--- src/rtl/analog_status_reporter_pkg.sv ---
// Shared constants, state encoding and frame layout for the analog status reply path.
// Latency: n/a (declarations only).
// Backpressure: n/a. Frame length depends on STATUS_CHECKSUM_EN (6 bytes when defined, 5 otherwise).
package analog_status_reporter_pkg;

  // Command bytes seen on the shared command stream; only the query is acted on here.
  localparam logic [7:0] CMD_QUERY     = 8'd63;
  localparam logic [7:0] CMD_POWER_ON  = 8'd80;
  localparam logic [7:0] CMD_POWER_OFF = 8'd112;

  // Fixed frame delimiters.
  localparam logic [7:0] FRAME_HDR = 8'h53;
  localparam logic [7:0] FRAME_EOL = 8'h0A;

  // Bit positions inside the status byte.
  localparam int STAT_APE_BIT   = 0;
  localparam int STAT_OE_BIT    = 1;
  localparam int STAT_FAULT_BIT = 2;

`ifdef STATUS_CHECKSUM_EN
  localparam int FRAME_LEN = 6;
`else
  localparam int FRAME_LEN = 5;
`endif
  localparam logic [2:0] LAST_IDX = 3'(FRAME_LEN - 1);

  typedef enum logic {
    IDLE = 1'b0,
    SEND = 1'b1
  } state_e;

  // Values frozen at query time and replayed for the whole frame.
  typedef struct packed {
    logic [7:0]  status;
    logic [15:0] cnt;
  } snap_t;

  // Byte presented at a given frame index.
  function automatic logic [7:0] frame_byte(input logic [2:0] idx, input snap_t s);
    logic [7:0] b;
    case (idx)
      3'd0:    b = FRAME_HDR;
      3'd1:    b = s.status;
      3'd2:    b = s.cnt[15:8];
      3'd3:    b = s.cnt[7:0];
`ifdef STATUS_CHECKSUM_EN
      3'd4:    b = s.status ^ s.cnt[15:8] ^ s.cnt[7:0];
`endif
      default: b = FRAME_EOL;
    endcase
    return b;
  endfunction

endpackage

--- src/rtl/analog_status_reporter_power_on_timer.sv ---
// Prescaled saturating 16-bit on-time counter with power-enable edge detection.
// Latency: count updates one cycle after each prescaler wrap; fall_forced_o is combinational on the falling edge cycle.
// Backpressure: none; free-running whenever power is enabled, holds while power is off.
module analog_status_reporter_power_on_timer #(
  parameter int PRESCALE = 1000
) (
  input  logic        clk_i,
  input  logic        rst_i,
  input  logic        apen_i,
  input  logic        oe_i,
  output logic [15:0] cnt_o,
  output logic        fall_forced_o
);

  localparam int PW = $clog2(PRESCALE);

  logic          apen_q;
  logic [PW-1:0] presc_q, presc_d;
  logic [15:0]   cnt_q, cnt_d;
  logic          rise;

  assign rise = apen_i & ~apen_q;

  // A drop of power while the board output-enable is low is an uncommanded loss.
  assign fall_forced_o = apen_q & ~apen_i & ~oe_i;
  assign cnt_o         = cnt_q;

  // Prescaler and counter next state: restart on power-up, tick while powered, hold when off.
  always_comb begin
    presc_d = presc_q;
    cnt_d   = cnt_q;
    if (rise) begin
      presc_d = '0;
      cnt_d   = 16'h0000;
    end else if (apen_i) begin
      if (presc_q == PW'(PRESCALE - 1)) begin
        presc_d = '0;
        if (cnt_q != 16'hFFFF) begin
          cnt_d = cnt_q + 16'd1;
        end
      end else begin
        presc_d = presc_q + 1'b1;
      end
    end
  end

  // State registers with synchronous reset.
  always_ff @(posedge clk_i) begin
    if (rst_i) begin
      apen_q  <= 1'b0;
      presc_q <= '0;
      cnt_q   <= 16'h0000;
    end else begin
      apen_q  <= apen_i;
      presc_q <= presc_d;
      cnt_q   <= cnt_d;
    end
  end

endmodule

--- src/rtl/analog_status_reporter.sv ---
// Answers the '?' query with a framed status report (hdr, status, cnt hi/lo, [chk when STATUS_CHECKSUM_EN], EOL).
// Latency: first byte valid the cycle after the query; one byte per cycle with TxReady high.
// Backpressure: TxData/TxValid held while TxReady is low; queries arriving mid-frame are dropped.
module analog_status_reporter
  import analog_status_reporter_pkg::*;
#(
  parameter int PRESCALE = 1000
) (
  input  logic       Clock,
  input  logic       Reset,
  input  logic [7:0] Cmd,
  input  logic       OutputEnable,
  input  logic       AnalogPowerEnable,
  output logic [7:0] TxData,
  output logic       TxValid,
  input  logic       TxReady,
  output logic       Busy
);

  state_e      state_q, state_d;
  logic [2:0]  idx_q, idx_d;
  logic [7:0]  tx_data_q, tx_data_d;
  snap_t       snap_q, snap_d;
  logic        fault_q, fault_d;
  logic [15:0] cnt;
  logic        fall_forced;
  logic        query_accept;
  logic        xfer;

  analog_status_reporter_power_on_timer #(
    .PRESCALE(PRESCALE)
  ) u_power_on_timer (
    .clk_i        (Clock),
    .rst_i        (Reset),
    .apen_i       (AnalogPowerEnable),
    .oe_i         (OutputEnable),
    .cnt_o        (cnt),
    .fall_forced_o(fall_forced)
  );

  assign query_accept = (state_q == IDLE) && (Cmd == CMD_QUERY);
  assign xfer         = (state_q == SEND) && TxReady;

  // Frame sequencing, snapshot capture and sticky fault update.
  always_comb begin
    state_d   = state_q;
    idx_d     = idx_q;
    tx_data_d = tx_data_q;
    snap_d    = snap_q;
    fault_d   = fault_q;

    // Clear on snapshot, but a simultaneous forced drop must not be lost.
    if (query_accept) fault_d = 1'b0;
    if (fall_forced)  fault_d = 1'b1;

    case (state_q)
      IDLE: begin
        if (query_accept) begin
          state_d                       = SEND;
          idx_d                         = 3'd0;
          tx_data_d                     = FRAME_HDR;
          snap_d.status                 = 8'h00;
          snap_d.status[STAT_FAULT_BIT] = fault_q;
          snap_d.status[STAT_OE_BIT]    = OutputEnable;
          snap_d.status[STAT_APE_BIT]   = AnalogPowerEnable;
          snap_d.cnt                    = cnt;
        end
      end
      SEND: begin
        if (xfer) begin
          if (idx_q == LAST_IDX) begin
            state_d   = IDLE;
            idx_d     = 3'd0;
            tx_data_d = 8'h00;
          end else begin
            idx_d     = idx_q + 3'd1;
            tx_data_d = frame_byte(idx_q + 3'd1, snap_q);
          end
        end
      end
      default: state_d = IDLE;
    endcase
  end

  // Registered state; reset abandons any frame in flight.
  always_ff @(posedge Clock) begin
    if (Reset) begin
      state_q   <= IDLE;
      idx_q     <= 3'd0;
      tx_data_q <= 8'h00;
      snap_q    <= '0;
      fault_q   <= 1'b0;
    end else begin
      state_q   <= state_d;
      idx_q     <= idx_d;
      tx_data_q <= tx_data_d;
      snap_q    <= snap_d;
      fault_q   <= fault_d;
    end
  end

  assign TxData  = tx_data_q;
  assign TxValid = (state_q == SEND);
  assign Busy    = (state_q == SEND);

endmodule

--- config.mk ---
export PLATFORM = sky130hd
export DESIGN_NAME = analog_status_reporter
export DESIGN_NICKNAME = d
export VERILOG_FILES = /design/src/rtl/analog_status_reporter_pkg.sv /design/src/rtl/analog_status_reporter_power_on_timer.sv /design/src/rtl/analog_status_reporter.sv
export SDC_FILE = /design/constraint.sdc
export NUM_CORES = 1
export LEC_CHECK = 0
export ABC_AREA = 1
export CAP_MARGIN = 0
export CORE_AREA = 2 2 80 82
export DETAILED_ROUTE_END_ITERATION = 6
export DIE_AREA = 0 0 82 84
export HOLD_SLACK_MARGIN = 0.15
export PLACE_DENSITY = 0.68
export SLEW_MARGIN = 25
export SYNTH_ARGS = -nofsm -noshare
export SYNTH_HDL_FRONTEND = slang
export SYNTH_SLANG_ARGS = --single-unit
--- constraint.sdc ---
create_clock -name Clock -period 1.9 [get_ports Clock]
set_clock_uncertainty 0.15 [all_clocks]
set_input_delay 0.19 -clock Clock [delete_from_list [all_inputs] [get_ports Clock]]
set_output_delay 0.19 -clock Clock [all_outputs]
set_load 0.02 [all_outputs]
==> results.json, run 1 <==
{
  "io_pins": 23,
  "setup_viol": 0,
  "hold_end": "fault_q",
  "coreArea_sq_um": 6100,
  "drcViolationCount": 0,
  "yosysTopAreaCellShare": 0.404,
  "hold_slack_ns": 0.314,
  "hp-start": "fault_q",
  "min_path_cells": 2,
  "p_per_area_nw_per_um2": 671,
  "start_util": 0.480,
  "ys_warn_count": 0,
  "ys_top_cells_by_area": "dfxtp_1, nand2_1, nor2_1, a21oi_1, o21ai_0",
  "syn_to_final_growth_pct": 23.9,
  "synthFlopType": "dfxtp_1",
  "maxCapViolations": 0,
  "portBuffers": 22,
  "dr.pass1.iters": 4,
  "cts_htree_levels": 3,
  "cts_tree": "yes",
  "antenna_found_initial": 0,
  "required_ns": 1.98,
  "startpoint_type": "flop",
  "r2r_start": "u_power_on_timer.cnt_o[0]",
  "gp_congestion": 0.863,
  "final_area_sq_um": 3620,
  "die_h_um": 84,
  "ant_nets": 0,
  "wl_per_cell_um": 12.2,
  "synth_cells": 424,
  "grt_pass1_wl_um": 11700,
  "fin_crit_ns": 1.73,
  "max_freq_ghz": 0.579,
  "path_max_fanout": 6,
  "antenna_cells": 0,
  "placed_area_sq_um": 3410,
  "clkSinkCount": 59,
  "die_w_um": 82,
  "rows": 29,
  "cts.clk_slew.worst_paths_ns": 0.07,
  "numCtsBuffers": 9,
  "design.die.area_sq_um": 6890,
  "status": "finished clean",
  "r2r_slack_ns": 0.17,
  "layout_commonest_cell": "nand2_1",
  "ys_types": 27,
  "finalHoldViolations": 0,
  "slew_viol_final": 0,
  "register_area_sq_um": 1180,
  "place_hpwl_um": 5040,
  "p_leak_uw": 0.00144,
  "rsz0062_at_grt": "no",
  "yosys.area.top_type": "dfxtp_1",
  "synth-edff-count": 0,
  "multi_input_area_sq_um": 1550,
  "wl_um": 6790,
  "drive_above_1_share": 0.129,
  "worst-setup-path-type": "flop to flop",
  "drt_iter0_markers": 146,
  "holdCritPathClass": "flop to flop",
  "peakVddDrop_mv": 0.511,
  "tightest_slew_ns": 0.353,
  "cp-end-kind": "flop",
  "grt-ovfl-total": 0,
  "vias_per_cell": 4.96,
  "clk_path_buf_depth": 2,
  "clk_latency_ns": 0.34,
  "r2r_end": "u_power_on_timer.cnt_o[1]",
  "vias": 2756,
  "ys_seq_area_frac": 0.404,
  "ys_ff_latch": 59,
  "grt_usage": 0.221,
  "layout_common_cells": "nand2_1, dfxtp_1, nor2_1",
  "synth_area_sq_um": 2930,
  "ctsHoldBuffers": 0,
  "synthArstFlopShare": 0,
  "reg2regPathDepth": 9,
  "period_share": 0.909,
  "fillers": 604,
  "nets": 495,
  "cts-root-buf": "clkbuf_8",
  "grt_pass1_vias": 2567,
  "grt_start_max_net_pins": 34,
  "relSlewSlack": 0.764,
  "syn_nets": 444,
  "worst_ep_arrival_time_ns": 1.80,
  "syn_avg_cell_area_sq_um": 6.90,
  "utilization": 0.594
}
-- how the worst max path moves through the flow --
stage,slack [ns],to,startpoint,depth (start not counted)
final,0.17,u_power_on_timer.cnt_o[1],u_power_on_timer.cnt_o[0],9
after global routing,0.004,u_power_on_timer.cnt_o[10],u_power_on_timer.cnt_o[0],9
after CTS,0.07,TxData[7],idx_q[0],10
after detailed placement,-0.04,u_power_on_timer.presc_q[9],AnalogPowerEnable,9
after global placement,-0.03,u_power_on_timer.cnt_o[10],AnalogPowerEnable,5
after floorplan,0.31,u_power_on_timer.cnt_o[10],u_power_on_timer.cnt_o[1],10
-- through the flow --
step | cells | TNS, ns | total power [uW] | setup slack, ns
finish | 556 | 0 | 2430 | 0.174
global route | 556 | 0 | 2510 | 0.00421
CTS | 555 | 0 | 2450 | 0.0702
detailed placement | 540 | -0.242 | 1370 | -0.0415
global placement | 540 | -0.112 | 1370 | -0.0343
floorplan | 424 | 0 | 1320 | 0.310
-- critical path: stages, from the launching register on --
cell	delay, ns
dfxtp_1	0.36
ha_1	0.19
nand2_1	0.11
buf_4	0.16
nor2_2	0.11
nand4_1	0.15
nand2_2	0.16
inv_1	0.08
nor2_1	0.09
nor2_1	0.06
-- Yosys cell counts (2+ instances only) --
library cell,n
o21ai_2,2
inv_1,39
nand3_1,23
dfxtp_1,59
o21ai_0,33
xor2_1,10
xnor2_1,2
inv_2,2
a21oi_2,2
nand2_1,111
buf_2,5
nand2_2,3
nor2_2,4
clkbuf_1,4
nor3b_1,4
nand4_1,6
ha_1,7
nor2_4,2
a21oi_1,39
nor3_1,4
nor2_1,57
-- cell type report --
type                            count  share of cell area
Clock buffer                       10              0.0352
Timing Repair Buffer               51               0.128
Inverter                           41              0.0425
Multi-Input combinational cell    313               0.426
Tap cell                           77              0.0266
Sequential cell                    59               0.326
Clock inverter                      5              0.0152
-- sequential cells by signal, summed over array words and instances (netlist names) --
| name | flops |
|---|---|
| u_power_on_timer.cnt_o | 16 |
| u_power_on_timer.apen_q | 1 |
| u_power_on_timer.presc_q | 10 |
| idx_q | 3 |
| Busy | 1 |
| TxData | 8 |
| snap_q | 19 |
| fault_q | 1 |
-- power by group --
group	internal, uW	total [uW]	switching, uW
registers	1240	1250	3.74
logic	48.6	94.6	46.0
clock network	593	1090	496
-- per-layer routing --
metal	vias to the layer above	GRT usage	part of all wire
li1	1461	-	-
met1	1242	0.291	0.47
met2	41	0.351	0.48
met3	12	0.0519	0.025
met4	0	0.0727	0.019
met5	-	0	0
-- logic make-up (layout without fill, tap and decap cells) --
kind of cell | Yosys count | in the layout | share of synthesized area
flip-flops | 59 | 59 | 0.404
adder cells (fa/ha/maj) | 7 | 7 | 0.0299
buffers and inverters | 52 | 107 | 0.0727
AO/OA/AOI/OAI | 76 | 76 | 0.135
XOR/XNOR | 12 | 12 | 0.0359
AND/OR/NAND/NOR | 218 | 218 | 0.323
-- repair_timing --
action / CTS / global route
endpoints found under the setup margin: 9 / 13
resized for setup: 1 / 3
setup buffers: 0 / 1
pin swaps: 0 / 1
Note: power is estimated with default switching activity, not from simulation.
==> run 2, diff against run 1 <==
--- a/config.mk
+++ b/config.mk
@@ -5,13 +5,15 @@
 export SDC_FILE = /design/constraint.sdc
 export NUM_CORES = 1
 export LEC_CHECK = 0
-export ABC_AREA = 1
+export ABC_AREA = 0
 export CAP_MARGIN = 0
-export CORE_AREA = 2 2 80 82
+export CORE_AREA = 2 2 77 79
 export DETAILED_ROUTE_END_ITERATION = 6
-export DIE_AREA = 0 0 82 84
+export DIE_AREA = 0 0 79 81
 export HOLD_SLACK_MARGIN = 0.15
 export PLACE_DENSITY = 0.68
+export SETUP_SLACK_MARGIN = 0.1
+export SKIP_LAST_GASP = 1
 export SLEW_MARGIN = 25
 export SYNTH_ARGS = -nofsm -noshare
 export SYNTH_HDL_FRONTEND = slang
==> run 2 against run 1 <==
Compared with the run above: largest power group unchanged; sequential power barely moved; via count fell by 15%; clock power fell by 7%; non-clock buffer count rose by 9; global-route usage fell by 1.4 points; wire length fell by 6.6%; final area rose by 0.35%; cell count fell by 23%.
==> results.json, run 2 <==
{
  "r2r_end": "u_power_on_timer.cnt_o[13]",
  "synth_cells": 293,
  "drt_iter0_markers": 168,
  "grt_start_max_net_pins": 19,
  "drcViolationCount": 0,
  "ys_warn_count": 0,
  "wl_um": 6340,
  "clk_path_buf_depth": 2,
  "cts.clk_slew.worst_paths_ns": 0.06,
  "r2r_start": "u_power_on_timer.presc_q[0]",
  "synth_top_family_by_area": "simple AND/OR/NAND/NOR gates",
  "dr.pass1.iters": 4,
  "die_h_um": 81,
  "drive_above_1_share": 0.254,
  "ant_nets": 0,
  "place_hpwl_um": 4360,
  "ys_top_cells_by_area": "dfxtp_1, mux2i_1, nor2_1, xnor2_1, ha_1",
  "cts-root-buf": "clkbuf_8",
  "grt_pass1_vias": 2197,
  "layout_commonest_cell": "dfxtp_1",
  "syn_nets": 313,
  "clkSinkCount": 59,
  "setup_viol": 0,
  "nets": 369,
  "fillers": 476,
  "fin_crit_ns": 1.86,
  "ctsHoldBuffers": 0,
  "startpoint_type": "flop",
  "synthFlopType": "dfxtp_1",
  "ys_ff_latch": 59,
  "synth-edff-count": 0,
  "io_pins": 23,
  "top_register": "snap_q",
  "antenna_found_initial": 0,
  "power.total_uw": 2350,
  "status": "finished clean",
  "numCtsBuffers": 9,
  "coreArea_sq_um": 5680,
  "grt_pass1_wl_um": 10200,
  "synth_fa_ha_area_frac": 0.0326,
  "finalHoldViolations": 0,
  "worst_ep_arrival_time_ns": 1.98,
  "ys_seq_area_frac": 0.440,
  "layout_common_cells": "dfxtp_1, nor2_1, buf_4",
  "portBuffers": 22,
  "ys_types": 43,
  "setup_tns_ns": 0,
  "die_w_um": 79,
  "hold_end": "snap_q[10]",
  "syn_to_final_growth_pct": 35.5,
  "peakVddDrop_mv": 0.435,
  "largest_reg_flops": 19,
  "p_per_area_nw_per_um2": 645,
  "cts_htree_levels": 3,
  "start_util": 0.473,
  "synth_area_sq_um": 2680,
  "synth_compound_area_frac": 0.0993,
  "reg2regPathDepth": 7,
  "yosysTopAreaCellShare": 0.440,
  "maxCapViolations": 0,
  "min_path_cells": 2,
  "vias_per_cell": 5.43,
  "utilization": 0.641,
  "gp_congestion": 0.834,
  "period_share": 0.981,
  "worst-setup-path-type": "flop to flop",
  "required_ns": 2.02,
  "hold_slack_ns": 0.341,
  "path_max_fanout": 3,
  "grt-ovfl-total": 0,
  "vias": 2329,
  "clk_latency_ns": 0.34,
  "synth_common_cells": "dfxtp_1, nor2_1, mux2i_1",
  "grt_usage": 0.206,
  "tightest_slew_ns": 0.588,
  "r2r_slack_ns": 0.04,
  "design.die.area_sq_um": 6400,
  "cp-end-kind": "flop",
  "register_area_sq_um": 1190,
  "rsz0062_at_grt": "yes",
  "cts_tree": "yes",
  "max_freq_ghz": 0.537,
  "synth_xor_area_frac": 0.0620,
  "synthArstFlopShare": 0,
  "syn_avg_cell_area_sq_um": 9.16,
  "rows": 28,
  "multi_input_area_sq_um": 1620,
  "hp-start": "snap_q[10]",
  "slew_viol_final": 0,
  "antenna_cells": 0,
  "muxShareOfSynthArea": 0.0895,
  "relSlewSlack": 0.606,
  "yosys.area.top_type": "dfxtp_1",
  "p_leak_uw": 0.00132,
  "synth_simple_gate_area_frac": 0.243,
  "yosysMostFrequentCell": "dfxtp_1",
  "wl_per_cell_um": 14.8,
  "holdCritPathClass": "flop to flop"
}
[run 2: changes by cell type in the layout (fill, tap and decap cells not counted), sizes merged, moves of 7 or more]
cell   change
a21oi     -31
xnor2     +11
o21ai     -31
mux2i     +24
nor2      -10
inv       -34
nand3      -9
buf        +9
a22oi      +7
nand2    -100
[run 2: kinds of logic (layout without fill, tap and decap cells)]
family,after synthesis,in the layout
muxes,24,24
buffers and inverters,22,83
and+or+nand+nor,125,125
adders and majority gates,7,7
xor gates and xnor gates,19,19
AOI/OAI and AO/OA,37,37
DFF,59,59
[run 2: timing repair]
item                       in CTS  in global routing
setup endpoints to repair       7                 28
setup buffers                   1                  2
gates resized for setup         3                 29
pin swaps                       0                 11
cloned                          0                  0
[run 2: critical path, cell delays in order (launching register included)]
cell,delay (ns)
dfxtp_2,0.35
ha_4,0.14
and4_4,0.21
buf_6,0.10
nand3_4,0.05
or2_4,0.24
or4_4,0.42
a21oi_2,0.14
[run 2: cell type report]
cell class                      count  share of cell area
Clock inverter                      2             0.00275
Clock buffer                       14              0.0447
Multi-Input combinational cell    212               0.446
Timing Repair Buffer               60               0.145
Tap cell                           75              0.0258
Sequential cell                    59               0.328
Inverter                            7             0.00860
[run 2: report_power, final]
part	internal [uW]	switching [uW]	total, uW
clock network	542	469	1010
registers	1240	3.43	1240
logic	47.2	45.3	92.5
[run 2: how the worst max path moves through the flow]
stage,startpoint,end,slack (ns)
floorplan,idx_q[1],TxData[7],0.07
global placement,AnalogPowerEnable,u_power_on_timer.cnt_o[15],-0.18
detailed placement,AnalogPowerEnable,u_power_on_timer.cnt_o[15],-0.22
CTS,u_power_on_timer.presc_q[1],u_power_on_timer.cnt_o[13],0.04
global route,u_power_on_timer.cnt_o[2],u_power_on_timer.cnt_o[13],-0.04
finish,u_power_on_timer.presc_q[0],u_power_on_timer.cnt_o[13],0.04
[run 2: per-layer routing]
| metal | global-route usage | up-vias | part of all wire |
|---|---|---|---|
| li1 | - | 1164 | - |
| met1 | 0.253 | 1100 | 0.44 |
| met2 | 0.348 | 54 | 0.50 |
| met3 | 0.0611 | 11 | 0.044 |
| met4 | 0.0690 | 0 | 0.014 |
| met5 | 0 | - | 0 |
[run 2: metrics by stage]
| step | cells | setup slack (ns) | instance area (sq um) |
|---|---|---|---|
| global placement | 410 | -0.179 | 3270 |
| detailed placement | 410 | -0.222 | 3270 |
| CTS | 427 | 0.0442 | 3460 |
| global route | 429 | -0.0433 | 3640 |
| floorplan | 293 | 0.0714 | 2770 |
| finish | 429 | 0.0364 | 3640 |
